`config.mk`:
```
export PLATFORM = sky130hd
export DESIGN_NAME = decode_stage
export DESIGN_NICKNAME = d
export VERILOG_FILES = /design/src/rtl/decode_stage.sv
export SDC_FILE = /design/constraint.sdc
export NUM_CORES = 1
export LEC_CHECK = 0
export CAP_MARGIN = 0
export CORE_AREA = 2 2 101 93
export CTS_CLUSTER_SIZE = 16
export DETAILED_ROUTE_END_ITERATION = 10
export DIE_AREA = 0 0 103 95
export GPL_TIMING_DRIVEN = 0
export HOLD_SLACK_MARGIN = 0.06
export PLACE_DENSITY = 0.91
export SLEW_MARGIN = 20
export SYNTH_ARGS = -nofsm -noshare
export SYNTH_HDL_FRONTEND = slang
export SYNTH_SLANG_ARGS = --single-unit
```
`constraint.sdc`:
```
create_clock -name clk -period 6 [get_ports clk]
set_clock_uncertainty 0.1 [all_clocks]
set_input_delay 0.9 -clock clk [delete_from_list [all_inputs] [get_ports clk]]
set_output_delay 0.9 -clock clk [all_outputs]
set_load 0.1 [all_outputs]
```
`src/rtl/decode_stage.sv`:
```
// decode_stage: instruction decode for the 8-bit pipeline (hold, scoreboard, JMP/BEQZ, HALT).
// Ports: fetch in (if_*), fetch ctrl out (stall/flush/PC_sel/branch_target/halt),
//   rf read (rf_*), writeback (wb_*), execute issue (ex_*). Option: DECODE_WB_BYPASS_EN.
module decode_stage (
    input  logic        clk,
    input  logic        reset,
    input  logic [15:0] if_instruction,
    input  logic [7:0]  if_pc,
    input  logic        if_valid,
    output logic        stall,
    output logic        flush,
    output logic        PC_sel,
    output logic [7:0]  branch_target,
    output logic        halt,
    output logic [2:0]  rf_raddr1,
    output logic [2:0]  rf_raddr2,
    input  logic [7:0]  rf_rdata1,
    input  logic [7:0]  rf_rdata2,
    input  logic        wb_valid,
    input  logic [2:0]  wb_rd,
    input  logic [7:0]  wb_data,
    output logic        ex_valid,
    output logic        ex_reg_write,
    output logic        ex_mem_read,
    output logic        ex_mem_write,
    output logic [3:0]  ex_opcode,
    output logic [2:0]  ex_rd,
    output logic [7:0]  ex_a,
    output logic [7:0]  ex_b,
    output logic [7:0]  ex_imm,
    output logic [7:0]  ex_pc
);

    typedef enum logic [1:0] {S_RUN, S_HOLD, S_HALTED} state_e;

    state_e      state_q, state_d;
    logic [15:0] hold_instr_q, hold_instr_d;
    logic [7:0]  hold_pc_q, hold_pc_d;
    logic [7:0]  sb_q, sb_d;
    logic        halt_q, halt_d;
    logic        exv_q, exv_d, exrw_q, exrw_d;
    logic        exmr_q, exmr_d, exmw_q, exmw_d;
    logic [3:0]  exop_q, exop_d;
    logic [2:0]  exrd_q, exrd_d;
    logic [7:0]  exa_q, exa_d, exb_q, exb_d;
    logic [7:0]  eximm_q, eximm_d, expc_q, expc_d;

    logic        src_valid;
    logic [15:0] src_instr;
    logic [7:0]  src_pc;
    logic [3:0]  op;
    logic        is_alu, is_ldi, is_ld, is_st;
    logic        is_beqz, is_jmp, is_halt;
    logic        use1, use2, byp1, byp2;
    logic        blocked, issue, writes_rd, to_ex, redirect;
    logic [7:0]  opa, opb;

    // Source selection: a held instruction always takes priority over fetch.
    always_comb begin
        src_valid = 1'b0;
        src_instr = if_instruction;
        src_pc    = if_pc;
        case (state_q)
            S_HOLD: begin
                src_valid = 1'b1;
                src_instr = hold_instr_q;
                src_pc    = hold_pc_q;
            end
            S_RUN:   src_valid = if_valid;
            default: src_valid = 1'b0;
        endcase
    end

    assign op      = src_instr[15:12];
    assign is_alu  = ~op[3];
    assign is_ldi  = (op == 4'h8);
    assign is_ld   = (op == 4'h9);
    assign is_st   = (op == 4'hA);
    assign is_beqz = (op == 4'hB);
    assign is_jmp  = (op == 4'hC);
    assign is_halt = (op == 4'hF);

    assign use1 = src_valid & (is_alu | is_ld | is_st | is_beqz);
    assign use2 = src_valid & (is_alu | is_st);

    assign rf_raddr1 = ~use1 ? 3'd0 :
                       is_beqz ? src_instr[11:9] : src_instr[8:6];
    assign rf_raddr2 = ~use2 ? 3'd0 :
                       is_st ? src_instr[11:9] : src_instr[5:3];

`ifdef DECODE_WB_BYPASS_EN
    // A register being written back this cycle is forwarded, not waited on.
    assign byp1 = use1 & wb_valid & (wb_rd == rf_raddr1);
    assign byp2 = use2 & wb_valid & (wb_rd == rf_raddr2);
`else
    assign byp1 = 1'b0;
    assign byp2 = 1'b0;
`endif

    assign opa = byp1 ? wb_data : rf_rdata1;
    assign opb = byp2 ? wb_data : rf_rdata2;

    assign blocked = (use1 & sb_q[rf_raddr1] & ~byp1)
                   | (use2 & sb_q[rf_raddr2] & ~byp2);
    assign issue     = src_valid & ~blocked & ~reset;
    assign writes_rd = is_alu | is_ldi | is_ld;
    assign to_ex     = writes_rd | is_st;
    assign redirect  = issue & (is_jmp | (is_beqz & (opa == 8'h00)));

    assign PC_sel        = redirect;
    assign flush         = redirect;
    assign branch_target = ~redirect ? 8'h00 :
                           is_jmp ? src_instr[11:4] : src_instr[7:0];
    assign stall = ~reset & ((state_q == S_HALTED)
                           | (src_valid & blocked)
                           | (issue & is_halt));

    always_comb begin
        state_d      = state_q;
        hold_instr_d = hold_instr_q;
        hold_pc_d    = hold_pc_q;
        case (state_q)
            S_RUN: begin
                if (src_valid & blocked) begin
                    state_d      = S_HOLD;
                    hold_instr_d = if_instruction;
                    hold_pc_d    = if_pc;
                end else if (issue & is_halt) begin
                    state_d = S_HALTED;
                end
            end
            S_HOLD: begin
                if (issue) state_d = is_halt ? S_HALTED : S_RUN;
            end
            default: state_d = state_q;
        endcase
    end

    // Set after clear so a same-cycle issue to the same register wins.
    always_comb begin
        sb_d = sb_q;
        if (wb_valid) sb_d[wb_rd] = 1'b0;
        if (issue & writes_rd) sb_d[src_instr[11:9]] = 1'b1;
    end

    always_comb begin
        halt_d  = halt_q | (issue & is_halt);
        exv_d   = issue & to_ex;
        exrw_d  = exrw_q;
        exmr_d  = exmr_q;
        exmw_d  = exmw_q;
        exop_d  = exop_q;
        exrd_d  = exrd_q;
        exa_d   = exa_q;
        exb_d   = exb_q;
        eximm_d = eximm_q;
        expc_d  = expc_q;
        if (exv_d) begin
            exrw_d  = writes_rd;
            exmr_d  = is_ld;
            exmw_d  = is_st;
            exop_d  = op;
            exrd_d  = src_instr[11:9];
            exa_d   = opa;
            exb_d   = opb;
            eximm_d = src_instr[7:0];
            expc_d  = src_pc;
        end
    end

    always_ff @(posedge clk) begin
        if (reset) begin
            state_q      <= S_RUN;
            hold_instr_q <= 16'h0000;
            hold_pc_q    <= 8'h00;
            sb_q         <= 8'h00;
            halt_q       <= 1'b0;
            exv_q        <= 1'b0;
            exrw_q       <= 1'b0;
            exmr_q       <= 1'b0;
            exmw_q       <= 1'b0;
            exop_q       <= 4'h0;
            exrd_q       <= 3'd0;
            exa_q        <= 8'h00;
            exb_q        <= 8'h00;
            eximm_q      <= 8'h00;
            expc_q       <= 8'h00;
        end else begin
            state_q      <= state_d;
            hold_instr_q <= hold_instr_d;
            hold_pc_q    <= hold_pc_d;
            sb_q         <= sb_d;
            halt_q       <= halt_d;
            exv_q        <= exv_d;
            exrw_q       <= exrw_d;
            exmr_q       <= exmr_d;
            exmw_q       <= exmw_d;
            exop_q       <= exop_d;
            exrd_q       <= exrd_d;
            exa_q        <= exa_d;
            exb_q        <= exb_d;
            eximm_q      <= eximm_d;
            expc_q       <= expc_d;
        end
    end

    assign halt         = halt_q;
    assign ex_valid     = exv_q;
    assign ex_reg_write = exrw_q;
    assign ex_mem_read  = exmr_q;
    assign ex_mem_write = exmw_q;
    assign ex_opcode    = exop_q;
    assign ex_rd        = exrd_q;
    assign ex_a         = exa_q;
    assign ex_b         = exb_q;
    assign ex_imm       = eximm_q;
    assign ex_pc        = expc_q;

endmodule
```
==> results of run 1 <==
==> worst paths after layout <==
| kind | startpoint | end | slack, ns | cells past startpoint |
|---|---|---|---|---|
| max reg2reg | state_q[1] | hold_pc_q[7] | 2.68 | 10 |
| max | if_instruction[12] | flush | 0.15 | 13 |
| min reg2reg | halt | halt | 0.35 | 2 |
| min | halt | halt | 0.35 | 2 |
==> area by class of cell <==
class                   instances  area, um2  area share [%]
plain buffers                  29        239            4.04
clock buffers                   9        124            2.09
clock inverters                 7       63.8            1.08
inverters                       9       33.8           0.571
multi-input cells             363       2670            45.1
flip-flops and latches         78       1560            26.4
well taps                     122        153            2.58
repair buffers                106       1070            18.1
==> stage by stage <==
| stage | instance area (um2) | hold WS [ns] | power (mW) |
|---|---|---|---|
| 3_3_place_gp | 5720 | 0.337 | 1.97 |
| 2_1_floorplan | 4510 | 0.332 | 1.69 |
| 3_5_place_dp | 5720 | 0.342 | 2.00 |
| 5_1_grt | 5920 | 0.380 | 2.47 |
| 6_report | 5920 | 0.351 | 2.38 |
| 4_1_cts | 5910 | 0.352 | 2.37 |
==> worst max-delay path: stages <==
cell	delay [ns]
clkdlybuf4s50_1	0.63
nor2_1	0.08
mux2_2	0.35
and2_1	0.18
buf_2	0.15
o211a_1	0.25
o221ai_2	0.21
o32a_4	0.26
buf_6	0.16
nand4_4	0.22
nor2_1	0.20
buf_4	0.13
clkdlybuf4s50_1	1.12
==> cells in the mapped netlist, types with 3 or more instances <==
cell	count
a31oi_1	10
mux2_4	5
mux2_2	6
buf_12	4
buf_6	4
buf_2	8
o21ai_0	7
a2111oi_2	5
nand3_1	12
nor3_1	10
inv_1	7
mux2i_2	4
nor2_1	27
nor4_1	5
nand2_1	83
mux2i_1	60
a211oi_1	8
a21oi_1	19
o32ai_1	3
o22ai_1	4
a221oi_1	5
o211a_1	3
o31ai_1	3
clkbuf_1	6
mux2_1	16
mux2i_4	4
nor2b_1	25
buf_4	4
dfxtp_1	78
==> where the power goes <==
group / total, mW / internal (mW) / switching (mW)
Clock: 0.381 / 0.159 / 0.221
Sequential: 0.691 / 0.619 / 0.0722
Combinational: 1.30 / 0.413 / 0.890
==> layer usage <==
| metal | track usage [%] | up-vias |
|---|---|---|
| met3 | 6.81 | 22 |
| met4 | 7.46 | 0 |
| met1 | 34.8 | 2068 |
| li1 | - | 1969 |
| met5 | 0 | - |
| met2 | 46.9 | 186 |
==> cells by family (layout without fill, tap and decap cells) <==
group,after synthesis,after routing,synth area share (%)
AO/OA/AOI/OAI,85,85,15.1
buffers and inverters,38,160,6.07
AND/OR/NAND/NOR,183,183,20.3
flip-flops,78,78,34.8
multiplexers,95,95,23.8
==> sequential cells by signal, indices dropped and copies added (netlist names), 2 cells and up <==
name / flops
hold_instr_q: 16
ex_a: 8
ex_b: 8
ex_imm: 8
ex_pc: 8
hold_pc_q: 8
sb_q: 8
ex_opcode: 4
ex_rd: 3
state_q: 2
==> reports/results.ini, run 1 <==
[outcome]
run_status = complete, no violations

[worst_setup_path]
cp.required_ns = 5.00
critPathCaptureType = output pin
critPathLaunchType = input pin
crit_type = in2out
path_max_fanout = 10
cp_data_arrival_time_ns = 4.85

[finish]
final_common_cell = clkdlybuf4s50_1
area_delta_synth_final_pct = 31.8
nets = 651
mostFrequentLayoutCells = 101 x clkdlybuf4s50_1, 83 x nand2_1, 78 x dfxtp_1
num-fill-cells = 717
utilization_pct = 67.0
diodes = 0
instances_no_fill = 723
drive_above_1_share_pct = 14.1

[clock_network]
ctsRootBufferMaster = clkbuf_8
clk_latency_ns = 0.36
clk_pin_slew_ns = 0.09
cts_tree = built
hold_buffers = 0
cts-buffers-inserted = 9
clk_path_buf_depth = 2
clock-sinks = 78
htree_levels = 3
cts_setup_buffers = 0
cts_resized = 0

[timing]
max-slew-margin-rel_pct = 31.6
setup_viol = 0
fin_crit_sh_pct = 97.5
tns_ns = 0
fmax_ghz = 0.171
rsz0062_at_grt = no
post-route-min-period_ns = 5.85
hold_viol = 0
worstMarginPinSlew_ns = 1.02
slew_viol_final = 0
fin_ws_ns = 0.149

[route]
met2_length_um = 6310
firstDrtPassIters = 6
viasPerCell = 5.87
wirelength_um = 13200
met1_length_um = 5590
ant_nets = 0
drc = 0
wl_per_cell_um = 18.3
met3_length_um = 1090
num_vias = 4245
first_iter_violations = 311
dr.max_layer_used = met4

[pwr]
ir_worst_vdd_v = 0.000277
leakage_nw = 2.44
p_per_area_nw_per_um2 = 401

[global_route]
grt_pass1_wl_um = 20900
overflow = 0
grt_antenna_before_repair = 0
grt_pass1_vias = 4176
grt_util_all_layers_pct = 27.6
grt_max_degree = 17

[synth]
yosysTopAreaCell = dfxtp_1
synth_edf_count = 0
synth_top_area_share_pct = 34.8
syn_nets = 534
synth.avg_cell_area_um2 = 9.37
synthFlopType = dfxtp_1
yosysWarnings = 0
synth_area_leaders = dfxtp_1 35%, mux2i_1 13%, nand2_1 6.9%
netlist-cell-type-count = 63
synth-async-reset-ratio_pct = 0
ys_seq_area_share_pct = 34.8
syn_inst = 479
synth.cell_area_um2 = 4490
yosys_register_bits = 78

[flow_run]
cap_violations = 0

[place]
dp_hpwl_um = 10100
port_buffers = 106
dp.cells = 707
post-place-ws_ns = 0.122
place_congestion = 0.923

[die]
die_area_um2 = 9790
die_x_um = 103
start_util_pct = 50.8
die_h_um = 95
rows = 33
io_pins = 116
coreArea_um2 = 8840

[min_path]
hp-class = reg2reg

(Power assumes the default switching activity.)
==> run 2: changes to the inputs <==
- HOLD_SLACK_MARGIN: 0.06 -> 0.02
==> results of run 2 <==
The final DEF is identical to that of run 1; final timing and power are the same.
==> run 3: changes to the inputs <==
- CTS_CLUSTER_SIZE: 16 -> 20
==> results of run 3 <==
The final DEF is identical to that of run 1; final timing and power are the same.
